File: config.mk
export PLATFORM = sky130hd
export DESIGN_NAME = sram_like_slave
export DESIGN_NICKNAME = d
export VERILOG_FILES = /design/src/rtl/sram_like_pkg.sv /design/src/rtl/resp_fifo.sv /design/src/rtl/sram_like_slave.sv
export SDC_FILE = /design/constraint.sdc
export NUM_CORES = 1
export LEC_CHECK = 0
export ABC_AREA = 1
export CORE_MARGIN = 1
export CORE_UTILIZATION = 51
export DETAILED_ROUTE_END_ITERATION = 10
export PLACE_DENSITY = 0.91
export SLEW_MARGIN = 20
export SYNTH_ARGS = -nofsm -noshare
export SYNTH_HDL_FRONTEND = slang
export SYNTH_SLANG_ARGS = --single-unit
File: constraint.sdc
create_clock -name clk -period 7.3 [get_ports clk]
set_clock_uncertainty 0.2 [all_clocks]
set_input_delay 0.73 -clock clk [delete_from_list [all_inputs] [get_ports clk]]
set_output_delay 0.73 -clock clk [all_outputs]
set_load 0.005 [all_outputs]
File: src/rtl/sram_like_pkg.sv
// Shared types and constants for the SRAM-like slave endpoint.
package sram_like_pkg;

    localparam logic [3:0] WCNT_MAX = 4'd15;

    localparam logic [1:0] SIZE_BYTE = 2'd0;
    localparam logic [1:0] SIZE_HALF = 2'd1;
    localparam logic [1:0] SIZE_WORD = 2'd2;

    typedef struct packed {
        logic        is_write;
        logic [3:0]  age;
        logic [31:0] data;
    } resp_entry_t;

    function automatic logic [3:0] age_inc(input logic [3:0] age, input logic [3:0] lim);
        return (age >= lim) ? lim : age + 4'd1;
    endfunction

endpackage

File: src/rtl/resp_fifo.sv
// In-order response buffer: each entry ages every cycle and captures SRAM
// read data the cycle after its access.
module resp_fifo
    import sram_like_pkg::*;
#(
    parameter int DEPTH      = 4,
    parameter int DATA_DELAY = 1
) (
    input  logic        clk,
    input  logic        rst,
    input  logic        push,
    input  logic        push_is_write,
    input  logic [31:0] cap_data,
    input  logic        pop,
    output resp_entry_t head,
    output logic        full,
    output logic        empty
);

    localparam int         PW  = $clog2(DEPTH);
    localparam logic [3:0] DLY = 4'(DATA_DELAY);

    resp_entry_t   mem [DEPTH];
    logic [PW-1:0] wr_ptr;
    logic [PW-1:0] rd_ptr;
    logic [PW:0]   count;

    always_ff @(posedge clk or posedge rst) begin
        if (rst) begin
            for (int i = 0; i < DEPTH; i++) begin
                mem[i] <= '0;
            end
            wr_ptr <= '0;
            rd_ptr <= '0;
            count  <= '0;
        end else begin
            // Only the most recently pushed entry can be at age 0, so the
            // capture below targets exactly that entry's read data.
            for (int i = 0; i < DEPTH; i++) begin
                mem[i].age <= age_inc(mem[i].age, DLY);
                if (!mem[i].is_write && (mem[i].age == 4'd0)) begin
                    mem[i].data <= cap_data;
                end
            end
            if (push) begin
                mem[wr_ptr] <= '{is_write: push_is_write, age: 4'd0, data: 32'h0};
                wr_ptr      <= wr_ptr + PW'(1);
            end
            if (pop) begin
                rd_ptr <= rd_ptr + PW'(1);
            end
            case ({push, pop})
                2'b10:   count <= count + (PW+1)'(1);
                2'b01:   count <= count - (PW+1)'(1);
                default: count <= count;
            endcase
        end
    end

    assign head  = mem[rd_ptr];
    assign full  = (count == (PW+1)'(DEPTH));
    assign empty = (count == '0);

endmodule

File: src/rtl/sram_like_slave.sv
// SRAM-like request/addr_ok/data_ok endpoint driving a synchronous SRAM,
// with programmable accept delay, response latency and outstanding depth.
module sram_like_slave
    import sram_like_pkg::*;
#(
    parameter int ADDR_OK_DELAY = 1,
    parameter int DATA_DELAY    = 1,
    parameter int DEPTH         = 4
) (
    input  logic        clk,
    input  logic        rst,
    input  logic        req,
    input  logic        wr,
    input  logic [1:0]  size,
    input  logic [3:0]  wstrb,
    input  logic [31:0] addr,
    input  logic [31:0] wdata,
    output logic        addr_ok,
    output logic        data_ok,
    output logic [31:0] rdata,
    output logic        sram_en,
    output logic [3:0]  sram_we,
    output logic [31:0] sram_addr,
    output logic [31:0] sram_wdata,
    input  logic [31:0] sram_rdata
);

    localparam logic [3:0] DLY_M1 = 4'(DATA_DELAY - 1);

    logic [3:0]  wcnt;
    logic        wait_done;
    logic        accept;
    logic        fifo_full;
    logic        fifo_empty;
    logic        pop;
    resp_entry_t head;
    logic        unused_size;

    assign unused_size = ^size;

    // Written as wcnt+1 > delay so a zero delay does not fold into a constant compare.
    assign wait_done = ({1'b0, wcnt} + 5'd1) > 5'(ADDR_OK_DELAY);
    assign addr_ok   = req & ~rst & wait_done & ~fifo_full;
    assign accept    = addr_ok;

    always_ff @(posedge clk or posedge rst) begin
        if (rst) begin
            wcnt <= '0;
        end else if (!req || accept) begin
            wcnt <= '0;
        end else if (wcnt != WCNT_MAX) begin
            wcnt <= wcnt + 4'd1;
        end
    end

    assign sram_en    = accept;
    assign sram_we    = (accept && wr) ? wstrb : 4'h0;
    assign sram_addr  = addr;
    assign sram_wdata = wdata;

    assign pop     = ~fifo_empty & (head.age == DLY_M1);
    assign data_ok = pop;

    // An entry still at age 0 has not captured its data yet; take it straight from the SRAM.
    always_comb begin
        rdata = 32'h0;
        if (pop && !head.is_write) begin
            rdata = (head.age == 4'd0) ? sram_rdata : head.data;
        end
    end

    resp_fifo #(
        .DEPTH      (DEPTH),
        .DATA_DELAY (DATA_DELAY)
    ) u_resp_fifo (
        .clk           (clk),
        .rst           (rst),
        .push          (accept),
        .push_is_write (wr),
        .cap_data      (sram_rdata),
        .pop           (pop),
        .head          (head),
        .full          (fifo_full),
        .empty         (fifo_empty)
    );

endmodule
# Yosys cells after proc, flatten, opt, wreduce, memory -nomap -nowiden
# Index checks and enable logic that the tools add are counted.
op_classes:
  reduce_logical: 22
  n_eq_ne: 4
  n_lt_le_gt_ge: 8
  bitwise_logic: 9
  muxes: 21
  n_addsub: 10
ops:
  columns: ["op", "n"]
  rows:
  - ["32-bit 2-to-1 mux", 6]
  - ["148-bit bitwise mux", 1]
  - ["147-bit 2-to-1 mux", 1]
  - ["37-bit 2-to-1 mux", 3]
  - ["37-bit binary-select mux with 2-bit select", 1]
  - ["37-bit demux with 2-bit select", 1]
  - ["4-bit 2-to-1 mux", 7]
  - ["4-bit by 1-bit adder with 4-bit output (second input constant)", 5]
  - ["4-bit zero test", 5]
  - ["4-bit by 1-bit greater-or-equal comparator with 1-bit output (second input constant)", 4]
  - ["1-bit logical AND", 7]
  - ["3-bit greater-or-equal comparator (second input constant)", 2]
  - ["1-bit zero test", 6]
  - ["2-bit inverter with 3-bit output", 2]
  - ["3-bit case mux with 2 select lines", 1]
  - ["4-bit by 1-bit adder with 5-bit output (second input constant)", 1]
  - ["5-bit by 1-bit greater-than comparator with 1-bit output (second input constant)", 1]
  - ["2-bit by 1-bit adder with 2-bit output (second input constant)", 2]
  - ["1-bit AND", 4]
  - ["4-bit != test (second input constant)", 1]
  - ["2-bit nonzero test", 2]
  - ["3-bit by 1-bit adder with 3-bit output (second input constant)", 1]
  - ["3-bit == test (second input constant)", 1]
  - ["3-bit zero test", 1]
  - ["6 further kinds", 8]
word_totals:
  reg_bits: 159
  wordCells: 90
  output_inout_bits: 103
  inputBits: 106

# Depth between registers and ports, before layout
depth:
  word_depth: 8
  mapped_depth: 13

# Modules after synthesis
# A second synthesis with hierarchy kept.
hier_totals:
  cells_unflattened: 1646
  area_unflattened_um2: 10885.4
modules_own_cells:
  columns: ["mod", "instances", "seq_area_each_um2", "cells_each", "area_each_um2"]
  rows:
  - ["resp_fifo", 1, 3878.7, 1349, 9340.2]
  - ["sram_like_slave", 1, 100.1, 297, 1545.2]

# Worst setup path before layout
# Ideal clock, no wire load.
synth_timing:
  kind: "input to output"
  startpoint: "input rst"
  endpoint: "output sram_we[0]"
  setup_slack_ns: 1.060
  n_path_buf: 0
  required_time_ns: 6.370
  arrival_ns: 5.310
  path_stages: 7
  cell_sequence: "inv_1 > nand2_1 > a31oi_4 > nand2_2 > inv_1 > nand2_1 > nor2_1"
synth_between:
  elab_chain_len: 6
synth_rtl:
  columns: ["element", "line_no", "text"]
  rows:
  - ["start: declaration", "sram_like_slave.sv:11", "input logic rst,"]
  - ["1-bit inverter", "sram_like_slave.sv:43", "assign addr_ok = req & ~rst & wait_done & ~fifo_full;"]
  - ["1-bit AND (3 in series)", "sram_like_slave.sv:43", null]
  - ["via addr_ok", "sram_like_slave.sv:18", "output logic addr_ok,"]
  - ["1-bit logical AND", "sram_like_slave.sv:57", "assign sram_we = (accept && wr) ? wstrb : 4'h0;"]
  - ["4-bit 2-to-1 mux", "sram_like_slave.sv:57", null]
  - ["end: declaration", "sram_like_slave.sv:22", "output logic [3:0] sram_we,"]
# The timed path passes the listed nets, and every way through them passes these cells.

# Worst setup path after layout
layout_timing:
  startpoint: "register u_resp_fifo.rd_ptr[1]"
  endpoint: "output data_ok"
layout_between:
  elab_chain_len: 6
layout_rtl:
  columns: ["element", "line_no", "text"]
  rows:
  - ["start: declaration", "resp_fifo.sv:25", "logic [PW-1:0] rd_ptr;"]
  - ["start signal: assignment", "resp_fifo.sv:50", "rd_ptr <= rd_ptr + PW'(1);"]
  - ["2-bit inverter with 3-bit output (not written as such)", "resp_fifo.sv:60", "assign head = mem[rd_ptr];"]
  - ["37-bit binary-select mux with 2-bit select", "resp_fifo.sv:60", null]
  - ["37-bit 2-to-1 mux (not written as such) (2 in series)", "resp_fifo.sv:60", null]
  - ["4-bit zero test", "sram_like_slave.sv:61", "assign pop = ~fifo_empty & (head.age == DLY_M1);"]
  - ["1-bit AND", "sram_like_slave.sv:61", null]
  - ["end: declaration", "sram_like_slave.sv:19", "output logic data_ok,"]
# Every way passes these cells. The select of a mux whose other input is x is not followed.

==> qor.yml <==
period_minus_slack_ns: 4.968
worst-setup-path-type: "flip-flop to primary output"
cellLeakagePower_uw: 0.005351
drc: 0
synth_cells: 1054
vias: 7002
crit_slowest_cell: "nand2_2"
final_nets: 1168
grt_overflow: 0
grt_max_degree: 86
clock_latency_ns: 0.44
grt_pass1_vias: 7207
cts_made_buffers: 17
gr-usage-all-layers_pct: 25.71
wire_per_inst_um: 17.31
critical_path.max_fanout: 35
muxShareOfSynthArea_pct: 13.77
cts_resized: 0
maxCapViolations: 0
gp_congestion: 0.7673
syn-cell-area_um2: 9014
finalSetupViolations: 0
io_pins: 209
worst_ep_arrival_time_ns: 4.04
synth_simple_gate_area_share_pct: 28.03
die_x_um: 134.9
tritoncts: "done"
finalCritPeriodShare_pct: 68.05
cts.clk_slew.worst_paths_ns: 0.06
worstMarginPinSlew_ns: 0.8869
via_per_inst: 5.479
synth-seq-cells: 155
drt-pass1-iter-count: 5
setup_ws_ns: 2.332
multi_input_area_um2: 4169
hold_ws_ns: 0.2789
root_buffer: "clkbuf_16"
worst_path_most_repeated_cell: "nor2_1"
hold_class: "flip-flop to flip-flop"
crit_path_start_kind: "flip-flop"
synth_area_leader_cell: "dfrtp_1"
netlist.area_leader.share_pct: 43.03
p_per_area_nw_per_um2: 199.4
rsz0062_at_grt: "false"
syn_area_per_cell_um2: 8.552
report.final.hold_viol_count: 0
final_core_util_pct: 57.60
slew_headroom_pct: 40.81
path_buf_inv: 2
fillers: 1420
first_iter_violations: 624
drt_wl_total_um: 22120
diodes: 0
synth_top_family_by_area: "simple AND/OR/NAND/NOR gates"
cts_hold_buf: 0
cp_top_family: "simple AND/OR/NAND/NOR gates"
place_ws_ns: 2.838
num_rows: 48
required_ns: 6.37
start_util_pct: 52.11
grt_pass1_wl_um: 36110
portBuffers: 78
seq_area_frac_synth_pct: 43.03
synth_xor_area_share_pct: 0.5830
max-clock-path-buffers: 2
drive_gt1_share_pct: 8.262
die_area_um2: 18210
core-area_um2: 17300
die_y_um: 134.9
ant_nets: 0
ir_drop_mv: 0.1711
status: "completed"
ctsHtreeMaxLevel: 4
fmax_mhz: 201.3
power_uw: 1986
synth_fa_ha_area_share_pct: 2.860
slowest_delay_ns: 0.98
tns_ns: 0
crit_chain: "inv_2 -> nor2_1 -> nand3_1 -> nand3_2 -> nand2_2 -> nor2_1 -> clkdlybuf4s50_1"
drv_slew: 0
ys_warn_count: 0
rrSetupSlack_ns: 2.99
dpl.hpwl_um: 13420
clock_sinks: 155
area.growth.synth_to_final_pct: 10.52
regArea_um2: 3880
grt_antenna_before_repair: 0
yosysUniqueCellTypes: 29
end_kind: "primary output"
synth_compound_area_share_pct: 0.6247
synthTopCellsByArea: "dfrtp_1 (43%), mux2i_1 (14%), nand2_1 (11%)"
cts_setup_buffers: 0
[cell usage in the layout, fill, tap and decap left out, drive strengths merged, types with 19 or more instances in the layout]
| cell type | instances |
|---|---|
| nand2 | 259 |
| nor2 | 189 |
| dfrtp | 155 |
| mux2i | 124 |
| nand3 | 85 |
| clkdlybuf4s50 | 78 |
| inv | 39 |
| nand3b | 31 |
| clkbuf | 24 |
| ha | 19 |
[kinds of logic after synthesis]
kind of cell	count (synthesis)
simple gates	579
mux	124
fa+ha+maj	20
xor+xnor	6
buf+inv	161
other cells	1
compound gates	8
flops	155
[report_power, final]
part	switching [uW]	total [uW]	internal [uW]
Sequential	20.8	918	897
Clock	345	933	588
Combinational	74.7	135	60.5
Total	441	1990	1550
[worst register-to-register path, cell delays in order (launching register included)]
cell     delay [ns]
dfrtp_1        0.39
inv_2          0.58
nor2_1         0.10
nand3_1        0.12
nand3_2        0.67
nand2_2        0.99
nor2_1         0.25
ha_1           0.26
inv_1          0.10
fa_1           0.41
o21ai_0        0.18
[stage by stage]
| step | cell area, um^2 | cells |
|---|---|---|
| after floorplan | 9025 | 1057 |
| after global routing | 9962 | 1278 |
| final | 9962 | 1278 |
| after detailed placement | 9338 | 1248 |
| after global placement | 9338 | 1248 |
| after CTS | 9958 | 1278 |
[state kept, by name, summed over array words and instances (netlist names)]
register	cells
wcnt	4
u_resp_fifo.mem	144
u_resp_fifo.count	3
u_resp_fifo.rd_ptr	2
u_resp_fifo.wr_ptr	2
[layer usage]
metal	routed length [um]	share of wire, %	GRT usage (%)	up-vias
met5	0	0	0	-
met4	949	4.3	14.98	0
met3	1416	6.4	5.255	80
met2	11030	50	44.50	257
met1	8725	39	29.45	3375
li1	-	-	-	3290
[synthesized netlist by cell type]
cell type,number
nand4_1,7
or2_2,4
nand2_4,1
conb_1,1
nand3_1,78
clkbuf_1,4
xor2_1,5
buf_4,69
mux2i_1,124
nor2_2,20
nor2_1,169
nand3_2,7
xnor2_1,1
nor3_1,4
inv_2,7
buf_1,2
fa_1,1
o21ai_0,2
buf_6,12
nand2_2,2
ha_1,19
inv_1,32
a31oi_4,1
nand2_1,256
buf_2,35
a21oi_1,3
dfrtp_1,155
o21ai_1,2
nand3b_1,31
[final timing paths]
check	start	cells past startpoint	end
min in group asynchronous	rst	2	u_resp_fifo.mem[115]$_DFF_PP0_
worst min-delay path	u_resp_fifo.mem[110]$_DFFE_PP0P_	2	u_resp_fifo.mem[110]$_DFFE_PP0P_
worst max-delay path	u_resp_fifo.rd_ptr[1]$_DFFE_PP0P_	7	data_ok
worst max register to register	u_resp_fifo.rd_ptr[1]$_DFFE_PP0P_	10	u_resp_fifo.count[1]$_DFFE_PP0P_
worst min register to register	u_resp_fifo.mem[110]$_DFFE_PP0P_	2	u_resp_fifo.mem[110]$_DFFE_PP0P_
max in group asynchronous	rst	3	u_resp_fifo.mem[125]$_DFF_PP0_
[layout make-up]
| type | count | area share (%) |
|---|---|---|
| multi-input combinational | 741 | 41.85 |
| clock inverter | 6 | 1.093 |
| tap | 225 | 2.826 |
| timing repair buffer | 88 | 8.628 |
| inverter | 39 | 1.520 |
| clock buffer | 24 | 5.137 |
| sequential | 155 | 38.95 |
No activity file was read; power rests on OpenSTA's default activity.
